**config.mk**
```make
export PLATFORM = sky130hd
export DESIGN_NAME = counter_snapshot
export DESIGN_NICKNAME = d
export VERILOG_FILES = /design/src/rtl/counter_snapshot.sv
export SDC_FILE = /design/constraint.sdc
export NUM_CORES = 1
export LEC_CHECK = 0
export BUFFER_PORTS_ARGS = -buffer_cell sky130_fd_sc_hd__buf_2
export CORE_MARGIN = 4
export CORE_UTILIZATION = 45
export CTS_CLUSTER_SIZE = 10
export DETAILED_ROUTE_END_ITERATION = 6
export PLACE_DENSITY = 0.72
export SLEW_MARGIN = 20
export SYNTH_ARGS = -nofsm -noshare
export SYNTH_HDL_FRONTEND = slang
export SYNTH_SLANG_ARGS = --single-unit
```
**constraint.sdc**
```tcl
create_clock -name clk -period 2 [get_ports clk]
set_input_delay 0.4 -clock clk [delete_from_list [all_inputs] [get_ports clk]]
set_output_delay 0.4 -clock clk [all_outputs]
set_load 0.05 [all_outputs]
```
**src/rtl/counter_snapshot.sv**
```systemverilog
// Snapshot FIFO for an 8-bit free-running counter: each rising edge of trig
// captures count_in into a first-word fall-through FIFO with sticky overflow.
module counter_snapshot #(
    parameter int DEPTH = 4
) (
    input  logic                     clk,
    input  logic                     rst,
    input  logic [7:0]               count_in,
    input  logic                     count_valid,
    input  logic                     trig,
    input  logic                     snap_ready,
    input  logic                     clr_ovf,
    output logic [7:0]               snap_data,
    output logic                     snap_valid,
    output logic [$clog2(DEPTH):0]   level,
    output logic                     full,
    output logic                     empty,
    output logic                     overflow
);

    localparam int PW = $clog2(DEPTH);
    localparam int LW = PW + 1;
    localparam logic [LW-1:0] FULL_LEVEL = LW'(DEPTH);

    logic [7:0]    r_mem [DEPTH];
    logic [PW-1:0] r_wrPtr;
    logic [PW-1:0] r_rdPtr;
    logic [LW-1:0] r_level;
    logic          r_trigD;
    logic          r_overflow;

    logic w_empty;
    logic w_full;
    logic w_trigEvent;
    logic w_capture;
    logic w_pop;
    logic w_write;
    logic w_drop;

    assign w_empty     = (r_level == '0);
    assign w_full      = (r_level == FULL_LEVEL);
    assign w_trigEvent = trig & ~r_trigD;
    assign w_capture   = w_trigEvent & count_valid;
    assign w_pop       = ~w_empty & snap_ready;
    // A pop frees the slot the write needs, so a full FIFO still accepts it.
    assign w_write     = w_capture & (~w_full | w_pop);
    assign w_drop      = w_capture & w_full & ~w_pop;

    always_ff @(posedge clk) begin
        if (rst) begin
            r_trigD    <= 1'b0;
            r_wrPtr    <= '0;
            r_rdPtr    <= '0;
            r_level    <= '0;
            r_overflow <= 1'b0;
        end else begin
            r_trigD <= trig;
            if (w_write)
                r_wrPtr <= r_wrPtr + PW'(1);
            if (w_pop)
                r_rdPtr <= r_rdPtr + PW'(1);
            if (w_write && !w_pop)
                r_level <= r_level + LW'(1);
            else if (!w_write && w_pop)
                r_level <= r_level - LW'(1);
            // A drop in the same cycle as clr_ovf keeps the flag set.
            if (w_drop)
                r_overflow <= 1'b1;
            else if (clr_ovf)
                r_overflow <= 1'b0;
        end
    end

    always_ff @(posedge clk) begin
        if (!rst && w_write)
            r_mem[r_wrPtr] <= count_in;
    end

    assign snap_valid = ~w_empty;
    assign snap_data  = w_empty ? 8'h00 : r_mem[r_rdPtr];
    assign level      = r_level;
    assign full       = w_full;
    assign empty      = w_empty;
    assign overflow   = r_overflow;

endmodule

```
[After elaboration in Yosys (flattened, before gate mapping)]
Memory sizes are Yosys's and may differ from the RTL's. A register that Yosys moved wholly into a read port is not among the register bits.
Cells that the tools add are included.
Storage, ports and cells
  bits in registers: 9
  bits in writable memories: 32
  input bits: 14
  logic and storage cells: 40
  memories kept: 1
Cells by class
  $add $sub $neg: 4
  equality and inequality tests: 1
  mux-type cells: 9
  bitwise operators: 11
  reductions and logical operators: 9
Memories
  r_mem: words 4, width 8, read ports 1, clocked after memory_dff 1, write ports 1, RTL line 25  | logic [7:0] r_mem [DEPTH];
Operators by type and width (count)
  8-bit 2-to-1 mux: 1
  1-bit bitwise AND: 6
  3-bit 2-to-1 mux: 2
  2-bit by 1-bit adder with 2-bit output (second input constant): 2
  1-bit 2-to-1 mux: 4
  2-bit 2-to-1 mux: 2
  1-bit NOT: 4
  2-bit nonzero test: 2
  3-bit by 1-bit adder with 3-bit output (second input constant): 1
  3-bit == test (second input constant): 1
  1-bit logical AND: 3
  1-bit logical NOT: 3
  3-bit logical NOT: 1
  3-bit by 1-bit subtractor with 3-bit output (second input constant): 1
  1-bit OR: 1

[Longest topological paths before layout]
Gate-level depths: netlist (run 1).
  word-level depth: 9
  mapped depth: 8

[Least setup slack after synthesis (run 1)]
OpenSTA, ideal clock, no wires.
  path type: register -> register
  start: register r_level[0], in the netlist level[0]
  end: register r_level[2], in the netlist level[2]
  data arrival time: 2.281 ns
  data required time: 1.929 ns
  setup slack: -0.352 ns
  cell stages (with the launch flop): 9
  path buffers: 0
  period minus slack after synthesis: 2.352 ns
  path through: dfxtp_1 nor4b_2 nor2_2 ha_1 inv_1 fa_1 xor2_1 or3_1 a21oi_1
Between the ends
  longest elaborated chain between the ends: 8
RTL lines
  start: declaration: RTL line 28  | logic [LW-1:0] r_level;
  start signal: assignment: RTL line 63  | r_level <= r_level + LW'(1);
  start signal: assignment: RTL line 65  | r_level <= r_level - LW'(1);
  3-bit logical NOT: RTL line 40  | assign w_empty = (r_level == '0);
  1-bit NOT: RTL line 44  | assign w_pop = ~w_empty & snap_ready;
  1-bit bitwise AND: RTL line 44
  1-bit OR: RTL line 46  | assign w_write = w_capture & (~w_full | w_pop);
  1-bit bitwise AND: RTL line 46
  1-bit logical NOT: RTL line 64  | else if (!w_write && w_pop)
  1-bit logical AND: RTL line 64
  2-bit nonzero test (no source line)
Several ways; a longest one is shown, not always the timed one. The select of a mux whose other input is x is not followed.
A chain may end at the register's enable or synchronous reset.

==> parameters.txt, run 1 <==
Parameter                              Value

Setup path
  Kind of start point of the critical path ... register
  Register-to-Register Setup Slack ... around 0.06 ns
  Type of the setup path with the least slack ... reg -> out
  Critical Path, Cell by Cell ... buf_12 -> mux4_2 -> nor2b_1 -> buf_6
  Longest individual stage delay on the worst path ... 0.50 ns
  Critical path data required time ... about 1.6 ns
  Buffers & Inverters on Critical Path ... 2
  Endpoint arrival time on the critical path ... ~1.6 ns
  Crit-path slowest cell ... sky130_fd_sc_hd__mux4_2
  Max FO, Critical Path ... 8
  Critical path's top delay family ... multiplexers
  Endpoint class of the critical path ... output port

Flow run
  MaxCap Viol Count ... 0

Worst hold path
  Class of the worst hold path ... in -> reg

Power and ir drop
  Net Sw Power ... 1240 uW
  Sequential Power Share ... 0.357
  Power per standard cell area ... 1390 nW/um2
  Gate power share ... 0.475
  Internal Pwr Total ... 1850 uW
  Switch share ... 0.402
  P_leak ... between 0.0008 and 0.0009 uW
  Portion of total power attributed to the clock network ... 0.169
  Worst vdd ir ... about 740 uV

Detailed routing
  DR WL/cell ... 14.8 um
  Detailed-route wire length ... slightly below 3000 um
  Number of vias per cell ... 4.94
  Initial drt markers ... between 40 and 50
  Vias ... between 900 and 1000
  First drt pass iteration count ... 4
  # DRC ... 0
  Number of nets still failing antenna checks after routing ... 0

Synth
  Netlist area before placement ... around 1800 um2
  Proportion of synthesized chip area in sequential cells ... 0.667
  Post-synth net total ... approximately 130
  Synthesis Warnings ... 0
  Seq cells post-synth ... 43
  Distinct cells, synth ... 27
  Number of instances in the synthesized netlist ... roughly 110
  Mean cell area of the mapped netlist ... between 15 and 20 um2

Timing
  Final hold violations ... 0
  Max-slew violation count ... 0
  Final clock skew ... approximately 0.0080 ns
  Transition time at the pin with the least slew margin ... between 0.3 and 0.4 ns
  Period Utilization, post-route ... 0.987
  Final hold slack ... around 0.33 ns
  Headroom to the max-slew limit ... 0.739
  Setup-violating endpoint count in the final report ... 0
  Achievable Freq ... roughly 500 MHz
  Setup TNS ... 0 ns
  Post-layout min period ... roughly 2 ns
  Setup repair after global routing missed its margin ... true

Die
  Number of cell rows ... 22
  Starting density of the core ... 0.473
  Core Footprint ... about 3700 um2
  Die footprint ... around 5000 um2
  Height of the die ... ~70 um
  Number of primary I/O pins ... 29
  Die width ... around 71 um

Clock tree
  CTS Root Cell ... sky130_fd_sc_hd__clkbuf_8
  TritonCTS Buffers ... 5
  Clock tree from TritonCTS ... built
  CTS clk-pin slew, worst paths ... roughly 0.080 ns
  H-Tree Depth ... 2
  Bufs on Longest Clock Path ... 2
  Clk Latency, worst-skew pair ... 0.29 ns
  CTS sink count ... 43
  Hold buffers post-CTS ... 0

Run status
  Outcome ... complete, no violations

Final layout
  Post-Layout Inst Area ... between 2000 and 2500 um2
  Finished Layout Cells ... around 200
  # diodes ... 0
  Share of final-layout standard cells stronger than drive strength 1 ... 0.444
  Area growth from synthesis to layout ... 25.9%
  Count of nets after finishing ... about 170
  Final core utilization ... 0.596

GRT
  Via count of the first global-routing pass ... around 1000
  Maximum number of pins on one net before global-route repair ... 14
  Antenna violations before repair ... 0
  Grt total ovfl ... 0
  Wire length of the first global-routing pass ... 4920 um
  Total routing usage reported by global routing ... 0.129

Placement
  # port buffers ... 28
  Final weighted congestion of routability-driven global placement ... about 0.76
  HPWL after detailed placement ... 2070 um
  Placed cell count ... 192
  Instance area at placement ... 2050 um2
Yosys cell counts:
cell type                   n  share of area
sky130_fd_sc_hd__nand2b_1   3          0.011
sky130_fd_sc_hd__or3_1      2         0.0071
sky130_fd_sc_hd__and2_1     4          0.014
sky130_fd_sc_hd__mux4_2     8           0.10
sky130_fd_sc_hd__clkbuf_1   2         0.0042
sky130_fd_sc_hd__nor2_2     1         0.0035
sky130_fd_sc_hd__nand2_1    1         0.0021
sky130_fd_sc_hd__edfxtp_1  32           0.54
sky130_fd_sc_hd__or3b_1     1         0.0049
sky130_fd_sc_hd__nor3b_2    1         0.0071
sky130_fd_sc_hd__o31ai_1    1         0.0042
sky130_fd_sc_hd__o21ai_0    2         0.0056
sky130_fd_sc_hd__xor2_1     3          0.015
sky130_fd_sc_hd__ha_1       5          0.035
sky130_fd_sc_hd__nand3b_1   1         0.0042
sky130_fd_sc_hd__nor3_1     2         0.0056
sky130_fd_sc_hd__nor2_1     6          0.013
sky130_fd_sc_hd__buf_2      1         0.0028
sky130_fd_sc_hd__mux2_4     1         0.0085
sky130_fd_sc_hd__nor4b_2    1         0.0085
sky130_fd_sc_hd__a21oi_1    3         0.0085
sky130_fd_sc_hd__mux2i_1    2          0.011
sky130_fd_sc_hd__buf_4      1         0.0042
sky130_fd_sc_hd__fa_1       1          0.011
sky130_fd_sc_hd__nor2b_1    9          0.032
sky130_fd_sc_hd__dfxtp_1   11           0.12
sky130_fd_sc_hd__inv_1      4         0.0085
final timing paths:
check | from | end | cells after the start
min reg2reg | overflow | overflow | 2
min | count_in[2] | r_mem[0][2] | 1
max reg2reg | level[2] | level[2] | 7
max | register | snap_data[5] | 4
cells in the final DEF, fill, tap and decap left out, types with 4 or more instances in the layout:
cell	n
sky130_fd_sc_hd__and2_1	4
sky130_fd_sc_hd__nor2b_1	7
sky130_fd_sc_hd__inv_1	4
sky130_fd_sc_hd__mux4_2	8
sky130_fd_sc_hd__buf_6	8
sky130_fd_sc_hd__dfxtp_1	7
sky130_fd_sc_hd__ha_1	4
sky130_fd_sc_hd__edfxtp_1	32
sky130_fd_sc_hd__clkbuf_8	5
sky130_fd_sc_hd__nor2_1	6
sky130_fd_sc_hd__buf_4	11
sky130_fd_sc_hd__buf_2	20
timing repair:
item                       CTS  global route
setup buffers                0             1
setup endpoints to repair    9             9
pin swaps                    0             3
gates resized for setup     13            13
state kept, by name (all words and copies together) (netlist names), named ones only:
name / count
level: 3
overflow: 1
r_mem: 32
r_rdPtr: 2
r_trigD: 1
r_wrPtr: 2
kinds of logic (layout without fill, tap and decap cells):
group                      after synthesis  after routing  share of synthesized area
buffers and inverters                    8             52                     0.0198
and+or+nand+nor                         32             32                      0.112
AOI/OAI and AO/OA                        6              6                     0.0184
adders and majority gates                6              6                     0.0466
DFF                                     43             43                      0.667
muxes                                   11             11                      0.121
xor gates and xnor gates                 3              3                     0.0148
layer usage:
layer | GRT usage | vias up | part of all wire
met5 | 0 | - | 0
met1 | 0.161 | 479 | 0.44
li1 | - | 486 | -
met3 | 0.0497 | 5 | 0.052
met2 | 0.206 | 23 | 0.50
met4 | 0.0438 | 0 | 0.011
power by group through the flow:
stage,registers (uW),clock network (uW),logic (uW)
2_1_floorplan,1180,0,890
6_report,1100,522,1470
4_1_cts,1090,529,1390
3_3_place_gp,1100,0,1280
3_5_place_dp,1100,0,1300
5_1_grt,1110,572,1550
layout make-up:
type,instances,area [um2]
clock buffer,6,72.6
clock inverter,2,12.5
fill,308,1510
inverter,4,15.0
multi-input combinational,58,589
sequential,43,1190
tap,48,60.1
timing repair buffer,40,293
through the flow:
stage          power (uW)  setup WS [ns]
6_report             3100         0.0267
5_1_grt              3240        -0.0353
4_1_cts              3010       -0.00679
3_5_place_dp         2410        -0.0570
3_3_place_gp         2380         0.0179
2_1_floorplan        2070         -0.106
No activity file was read; power rests on OpenSTA's default activity.
==> run 2, diff against run 1 <==
--- a/config.mk
+++ b/config.mk
@@ -6,12 +6,11 @@
 export NUM_CORES = 1
 export LEC_CHECK = 0
 export BUFFER_PORTS_ARGS = -buffer_cell sky130_fd_sc_hd__buf_2
-export CORE_MARGIN = 4
+export CORE_MARGIN = 5
 export CORE_UTILIZATION = 45
 export CTS_CLUSTER_SIZE = 10
 export DETAILED_ROUTE_END_ITERATION = 6
 export PLACE_DENSITY = 0.72
-export SLEW_MARGIN = 20
 export SYNTH_ARGS = -nofsm -noshare
 export SYNTH_HDL_FRONTEND = slang
 export SYNTH_SLANG_ARGS = --single-unit
==> run 2 against run 1 <==
Compared with the run above: wire length up 4.9%; clock skew down 0.0014 ns; maximum frequency down 0.19%; sequential share of layout area down 2.2 points; via count up 2.8%; clock-buffer cell count unchanged; design area up 4.2%; register-to-register slack worse by 0.04 ns; non-clock buffer count up 3; die area up 5.7%; sequential cell count unchanged; critical path depth up 3; critical path type is now reg -> reg; critical endpoint is now level[2]; largest power group unchanged; highest routed layer unchanged.
==> parameters.txt, run 2 (same netlist as run 1, synthesis figures left out) <==
Parameter                              Value

GRT
  Grt total ovfl ... 0 (unchanged)
  Via count of the first global-routing pass ... 1065 (was 1033)
  Maximum number of pins on one net before global-route repair ... 14 (unchanged)
  Antenna violations before repair ... 0 (unchanged)
  Total routing usage reported by global routing ... 0.130 (was 0.129)
  Wire length of the first global-routing pass ... 5010 um (was 4920 um)

Detailed routing
  First drt pass iteration count ... 4 (unchanged)
  Number of vias per cell ... 5.00 (was 4.94)
  Detailed-route wire length ... 3130 um (was 2980 um)
  DR WL/cell ... 15.3 um (was 14.8 um)
  Number of nets still failing antenna checks after routing ... 0 (unchanged)
  Vias ... 1021 (was 993)
  # DRC ... 0 (unchanged)
  Initial drt markers ... 41 (was 47)

Setup path
  Critical path data required time ... 2.22 ns (was 1.60 ns)
  Endpoint class of the critical path ... register (was output port)
  Kind of start point of the critical path ... register (unchanged)
  Critical Path, Cell by Cell ... o31ai_4 -> ha_2 -> inv_1 -> fa_2 -> xor2_1 -> or3_1 -> a21oi_2 (was buf_12 -> mux4_2 -> nor2b_1 -> buf_6)
  Endpoint arrival time on the critical path ... 2.19 ns (was 1.57 ns)
  Max FO, Critical Path ... 2 (was 8)
  Longest individual stage delay on the worst path ... 0.36 ns (was 0.50 ns)
  Type of the setup path with the least slack ... reg -> reg (was reg -> out)
  Crit-path slowest cell ... sky130_fd_sc_hd__dfxtp_4 (was sky130_fd_sc_hd__mux4_2)

Power and ir drop
  Net Sw Power ... 1270 uW (was 1240 uW)
  Internal Pwr Total ... 2140 uW (was 1850 uW)
  Sequential Power Share ... 0.323 (was 0.357)
  Switch share ... 0.373 (was 0.402)
  P_leak ... 0.000876 uW (was 0.000831 uW)
  Power per standard cell area ... 1460 nW/um2 (was 1390 nW/um2)
  Gate power share ... 0.450 (was 0.475)
  Worst vdd ir ... 766 uV (was 735 uV)
  Portion of total power attributed to the clock network ... 0.228 (was 0.169)

Final layout
  Finished Layout Cells ... 204 (was 201)
  Share of final-layout standard cells stronger than drive strength 1 ... 0.462 (was 0.444)
  Filler cell count in the final layout ... 303 (was 308)
  Most common cell after layout, fill and taps aside ... sky130_fd_sc_hd__edfxtp_1 (unchanged)
  Register name with the most flops ... r_mem (unchanged)
  # diodes ... 0 (unchanged)
  Top library cells by usage in the layout, fill and taps aside ... sky130_fd_sc_hd__edfxtp_1, sky130_fd_sc_hd__buf_2, sky130_fd_sc_hd__buf_4, sky130_fd_sc_hd__buf_6, sky130_fd_sc_hd__mux4_2 (was sky130_fd_sc_hd__edfxtp_1, sky130_fd_sc_hd__buf_2, sky130_fd_sc_hd__buf_4, sky130_fd_sc_hd__mux4_2, sky130_fd_sc_hd__buf_6)
  Final core utilization ... 0.621 (was 0.596)
  Number of flip-flops in the largest register ... 32 (unchanged)
  Area growth from synthesis to layout ... 31.2% (was 25.9%)
  Count of nets after finishing ... 175 (was 172)

Die
  Starting density of the core ... 0.473 (unchanged)
  Number of cell rows ... 22 (unchanged)
  Core Footprint ... 3740 um2 (unchanged)
  Number of primary I/O pins ... 29 (unchanged)
  Die width ... 72.7 um (was 70.7 um)
  Die footprint ... 5290 um2 (was 5000 um2)
  Height of the die ... 72.7 um (was 70.7 um)

Clock tree
  Bufs on Longest Clock Path ... 2 (unchanged)
  Clock tree from TritonCTS ... built (unchanged)
  TritonCTS Buffers ... 5 (unchanged)
  CTS sink count ... 43 (unchanged)
  H-Tree Depth ... 2 (unchanged)
  CTS clk-pin slew, worst paths ... 0.08 ns (about the same)
  Clk Latency, worst-skew pair ... 0.29 ns (about the same)
  Hold buffers post-CTS ... 0 (unchanged)
  CTS Root Cell ... sky130_fd_sc_hd__clkbuf_8 (unchanged)

Placement
  HPWL after detailed placement ... 2200 um (was 2070 um)
  # port buffers ... 28 (unchanged)
  Placed cell count ... 194 (was 192)
  Final weighted congestion of routability-driven global placement ... 0.773 (was 0.759)

Timing
  Max-slew violation count ... 0 (unchanged)
  Headroom to the max-slew limit ... 0.740 (was 0.739)
  Final clock skew ... 0.00661 ns (was 0.00802 ns)
  Setup-violating endpoint count in the final report ... 0 (unchanged)
  Period Utilization, post-route ... 0.989 (was 0.987)
  Final hold violations ... 0 (unchanged)
  Transition time at the pin with the least slew margin ... 0.390 ns (was 0.391 ns)
  Setup repair after global routing missed its margin ... true (unchanged)
  Achievable Freq ... 506 MHz (was 507 MHz)
  Post-layout min period ... 1.98 ns (was 1.97 ns)

Worst hold path
  Class of the worst hold path ... in -> reg (unchanged)

Flow run
  MaxCap Viol Count ... 0 (unchanged)

Run status
  Outcome ... complete, no violations (unchanged)
## run 2: cell type report
cell class | instances | area [um2] | area share
flip-flops and latches | 43 | 1190 | 0.511
multi-input cells | 58 | 602 | 0.259
repair buffers | 43 | 327 | 0.140
clock buffers | 6 | 72.6 | 0.0312
clock inverters | 2 | 60.1 | 0.0258
well taps | 48 | 60.1 | 0.0258
inverters | 4 | 15.0 | 0.00646
## run 2: metal layers
layer	vias to the layer above	global-route usage	wire, um
met5	-	0	0
met4	0	0.0574	74
met3	8	0.0441	143
met2	28	0.229	1680
met1	492	0.139	1240
li1	493	-	-
## run 2: critical path, delay by kind of cell (launching register included)
| kind | cells | cell delay [ns] |
|---|---|---|
| compound gates | 2 | 0.42 |
| simple gates | 1 | 0.33 |
| fa+ha+maj | 2 | 0.57 |
| xor+xnor | 1 | 0.16 |
| flops | 1 | 0.36 |
| buf+inv | 1 | 0.06 |
## run 2: worst paths after layout
| kind | start | to | slack (ns) | depth (start not counted) |
|---|---|---|---|---|
| worst max-delay path | level[1] | level[2] | 0.02 | 7 |
| worst min-delay path | count_in[1] | r_mem[2][1] | 0.33 | 1 |
| worst max register to register | level[1] | level[2] | 0.02 | 7 |
| worst min register to register | overflow | overflow | 0.47 | 2 |
## run 2: what timing repair did
| item | in CTS | in global routing |
|---|---|---|
| gates resized for setup | 20 | 11 |
| setup buffers | 0 | 2 |
| pin swaps | 1 | 2 |
| setup endpoints to repair | 9 | 10 |
## run 2: per-stage QoR
step | instance area, um2 | TNS, ns | power, uW | hold WS [ns] | worst slack [ns]
after floorplan | 1780 | -0.696 | 2070 | 0.459 | -0.106
after global placement | 2070 | 0 | 2380 | 0.457 | 0.0284
after detailed placement | 2070 | -0.0571 | 2410 | 0.469 | -0.0571
after CTS | 2270 | 0 | 3330 | 0.319 | 0.00467
after global routing | 2320 | -0.309 | 3560 | 0.319 | -0.0878
final | 2320 | 0 | 3400 | 0.327 | 0.0229
## run 2: power by group through the flow
stage | clock, uW | sequential [uW] | combinational (uW)
global placement | 0 | 1100 | 1290
global route | 829 | 1110 | 1620
floorplan | 0 | 1180 | 890
CTS | 790 | 1100 | 1440
finish | 776 | 1100 | 1530
detailed placement | 0 | 1100 | 1310
==> run 3, diff against run 2 <==
--- a/config.mk
+++ b/config.mk
@@ -10,7 +10,7 @@
 export CORE_UTILIZATION = 45
 export CTS_CLUSTER_SIZE = 10
 export DETAILED_ROUTE_END_ITERATION = 6
-export PLACE_DENSITY = 0.72
+export PLACE_DENSITY = 0.7
 export SYNTH_ARGS = -nofsm -noshare
 export SYNTH_HDL_FRONTEND = slang
 export SYNTH_SLANG_ARGS = --single-unit
==> constraint.sdc (replaced) <==
create_clock -name clk -period 2.5 [get_ports clk]
set_input_delay 0.5 -clock clk [delete_from_list [all_inputs] [get_ports clk]]
set_output_delay 0.5 -clock clk [all_outputs]
set_load 0.05 [all_outputs]
==> run 3 against run 2 <==
Compared with the run above: clock-buffer cell count grew 1; sequential cell count is the same; combinational power shrank 37%; wire length shrank 9.0%; sequential share of layout area grew 6.5 points; worst hold slack gained 0.098 ns; via count shrank 4.5%; worst setup slack gained 0.28 ns; clock skew shrank 0.0015 ns; critical path depth is the same; largest power group unchanged.
==> parameters.txt, run 3 (same netlist as run 1, synthesis figures left out) <==
Parameter                              Value

Setup path
  Max FO, Critical Path ... 7 (was 2)
  Crit-path slowest cell ... sky130_fd_sc_hd__o31ai_1 (was sky130_fd_sc_hd__dfxtp_4)
  Longest individual stage delay on the worst path ... 0.43 ns (was 0.36 ns)
  Kind of start point of the critical path ... register (unchanged)
  RR Startpoint ... level[0] (was level[1])
  Critical path's top delay family ... adder cells (unchanged)
  Buffers & Inverters on Critical Path ... 1 (unchanged)
  Type of the setup path with the least slack ... reg -> reg (unchanged)
  Register-to-Register Path Depth ... 7 (unchanged)
  Critical path data required time ... 2.72 ns (was 2.22 ns)
  Endpoint class of the critical path ... register (unchanged)
  Endpoint arrival time on the critical path ... 2.42 ns (was 2.19 ns)
  Critical Path, Cell by Cell ... o31ai_1 -> ha_1 -> inv_1 -> fa_1 -> xor2_1 -> or3_1 -> a21oi_1 (was o31ai_4 -> ha_2 -> inv_1 -> fa_2 -> xor2_1 -> or3_1 -> a21oi_2)
  R2R Path End ... level[2] (unchanged)
  Register-to-Register Setup Slack ... 0.30 ns (was 0.02 ns)

Flow run
  MaxCap Viol Count ... 0 (unchanged)

Die
  Die width ... 72.7 um (unchanged)
  Number of cell rows ... 22 (unchanged)
  Height of the die ... 72.7 um (unchanged)
  Die footprint ... 5290 um2 (unchanged)
  Starting density of the core ... 0.473 (unchanged)
  Number of primary I/O pins ... 29 (unchanged)
  Core Footprint ... 3740 um2 (unchanged)

Timing
  Max-slew violation count ... 0 (unchanged)
  Setup-violating endpoint count in the final report ... 0 (unchanged)
  Period Utilization, post-route ... 0.880 (was 0.989)
  Achievable Freq ... 454 MHz (was 506 MHz)
  Setup repair after global routing missed its margin ... false (was true)
  Setup TNS ... 0 ns (unchanged)
  Transition time at the pin with the least slew margin ... 0.436 ns (was 0.390 ns)
  Headroom to the max-slew limit ... 0.709 (was 0.740)
  Post-layout min period ... 2.20 ns (was 1.98 ns)
  Final hold slack ... 0.425 ns (was 0.327 ns)
  Final clock skew ... 0.00511 ns (was 0.00661 ns)
  Final hold violations ... 0 (unchanged)

Clock tree
  Clock tree from TritonCTS ... built (unchanged)
  Gates resized, CTS repair ... 0 (was 20)
  CTS Root Cell ... sky130_fd_sc_hd__clkbuf_8 (unchanged)
  TritonCTS Buffers ... 5 (unchanged)
  H-Tree Depth ... 2 (unchanged)
  Bufs on Longest Clock Path ... 2 (unchanged)
  Clk Latency, worst-skew pair ... 0.29 ns (about the same)
  Setup Buffers After CTS ... 0 (unchanged)
  CTS clk-pin slew, worst paths ... 0.08 ns (about the same)
  Hold buffers post-CTS ... 0 (unchanged)
  CTS sink count ... 43 (unchanged)

Power and ir drop
  Power per standard cell area ... 1100 nW/um2 (was 1460 nW/um2)
  Worst vdd ir ... 448 uV (was 766 uV)
  Gate power share ... 0.428 (was 0.450)
  Switch share ... 0.416 (was 0.373)
  Portion of total power attributed to the clock network ... 0.183 (was 0.228)
  Tot Pwr ... 2250 uW (was 3400 uW)
  Internal Pwr Total ... 1310 uW (was 2140 uW)
  Sequential Power Share ... 0.389 (was 0.323)
  P_leak ... 0.000759 uW (was 0.000876 uW)
  Net Sw Power ... 935 uW (was 1270 uW)

Final layout
  Area growth from synthesis to layout ... 15.6% (was 31.2%)
  Share of final-layout standard cells stronger than drive strength 1 ... 0.336 (was 0.462)
  Count of nets after finishing ... 162 (was 175)
  Filler cell count in the final layout ... 325 (was 303)
  Most common cell after layout, fill and taps aside ... sky130_fd_sc_hd__edfxtp_1 (unchanged)
  Top library cells by usage in the layout, fill and taps aside ... sky130_fd_sc_hd__edfxtp_1, sky130_fd_sc_hd__buf_2, sky130_fd_sc_hd__dfxtp_1, sky130_fd_sc_hd__nor2b_1, sky130_fd_sc_hd__mux4_2 (was sky130_fd_sc_hd__edfxtp_1, sky130_fd_sc_hd__buf_2, sky130_fd_sc_hd__buf_4, sky130_fd_sc_hd__buf_6, sky130_fd_sc_hd__mux4_2)
  Number of flip-flops in the largest register ... 32 (unchanged)
  # diodes ... 0 (unchanged)
  Register name with the most flops ... r_mem (unchanged)

Worst hold path
  Class of the worst hold path ... in -> reg (unchanged)
  Worst Hold Launch ... count_in[3] (was count_in[1])
  Worst Hold Path Cells ... 1 (unchanged)
  Worst Hold End ... r_mem[3][3] (was r_mem[2][1])

Detailed routing
  First drt pass iteration count ... 4 (unchanged)
  Detailed-route wire length ... 2850 um (was 3130 um)
  DR WL/cell ... 14.9 um (was 15.3 um)
  # DRC ... 0 (unchanged)
  Vias ... 975 (was 1021)
  Number of vias per cell ... 5.10 (was 5.00)
  Initial drt markers ... 44 (was 41)
  Number of nets still failing antenna checks after routing ... 0 (unchanged)

GRT
  Grt total ovfl ... 0 (unchanged)
  Via count of the first global-routing pass ... 988 (was 1065)
  Antenna violations before repair ... 0 (unchanged)
  Maximum number of pins on one net before global-route repair ... 14 (unchanged)
  Wire length of the first global-routing pass ... 4610 um (was 5010 um)
  Total routing usage reported by global routing ... 0.120 (was 0.130)

Placement
  # port buffers ... 28 (unchanged)
  HPWL after detailed placement ... 2060 um (was 2200 um)
  Final weighted congestion of routability-driven global placement ... 0.719 (was 0.773)

Run status
  Outcome ... complete, no violations (unchanged)
run 3: changes by cell type in the layout (fill, tap and decap cells not counted), moves of 3 or more:
| cell | delta |
|---|---|
| sky130_fd_sc_hd__buf_4 | -10 |
| sky130_fd_sc_hd__dfxtp_1 | +4 |
| sky130_fd_sc_hd__buf_2 | +8 |
| sky130_fd_sc_hd__dfxtp_2 | -3 |
| sky130_fd_sc_hd__buf_6 | -9 |
run 3: worst reg2reg max path, delay by kind of cell (launching register included):
family	cells	cell delay [ns]
XOR/XNOR	1	0.16
adder cells (fa/ha/maj)	2	0.63
AND/OR/NAND/NOR	1	0.30
AO/OA/AOI/OAI	2	0.59
buffers and inverters	1	0.06
flip-flops	1	0.40
run 3: layout make-up:
| type | count | area, um2 | share of cell area |
|---|---|---|---|
| clock buffer | 7 | 76.3 | 0.0373 |
| clock inverter | 1 | 5.00 | 0.00244 |
| inverter | 4 | 15.0 | 0.00733 |
| multi-input combinational | 58 | 556 | 0.271 |
| sequential | 43 | 1180 | 0.577 |
| tap | 48 | 60.1 | 0.0293 |
| timing repair buffer | 30 | 155 | 0.0757 |
run 3: worst max-delay path by stage:
stage                   from            to  slack, ns  cells past startpoint
CTS                 level[0]      level[2]       0.28                      7
global route        level[0]      level[2]       0.17                      7
global placement        trig      level[2]       0.34                      9
finish              level[0]      level[2]       0.30                      7
detailed placement      trig      level[2]       0.27                      9
floorplan           level[0]  snap_data[0]       0.07                      3
run 3: power by group through the flow:
stage	registers (uW)	clock network, uW	logic, uW
floorplan	938	0	712
global placement	889	0	966
detailed placement	891	0	977
CTS	875	417	978
global route	885	445	1020
finish	874	412	961
run 3: per-layer routing:
layer | wire length, um | GRT usage | up-vias | share of wire
met2 | 1460 | 0.207 | 24 | 0.51
met5 | 0 | 0 | - | 0
met1 | 1180 | 0.135 | 480 | 0.41
met4 | 47 | 0.0615 | 0 | 0.017
met3 | 170 | 0.0331 | 5 | 0.060
li1 | - | - | 466 | -
run 3: stage by stage:
stage               cell area, um2  instances  setup WS [ns]  utilization
finish                        2050        191          0.300        0.547
global route                  2050        191          0.170        0.547
CTS                           2050        191          0.278        0.547
detailed placement            1970        183          0.268        0.525
global placement              1970        183          0.340        0.525
floorplan                     1770        109         0.0738            -
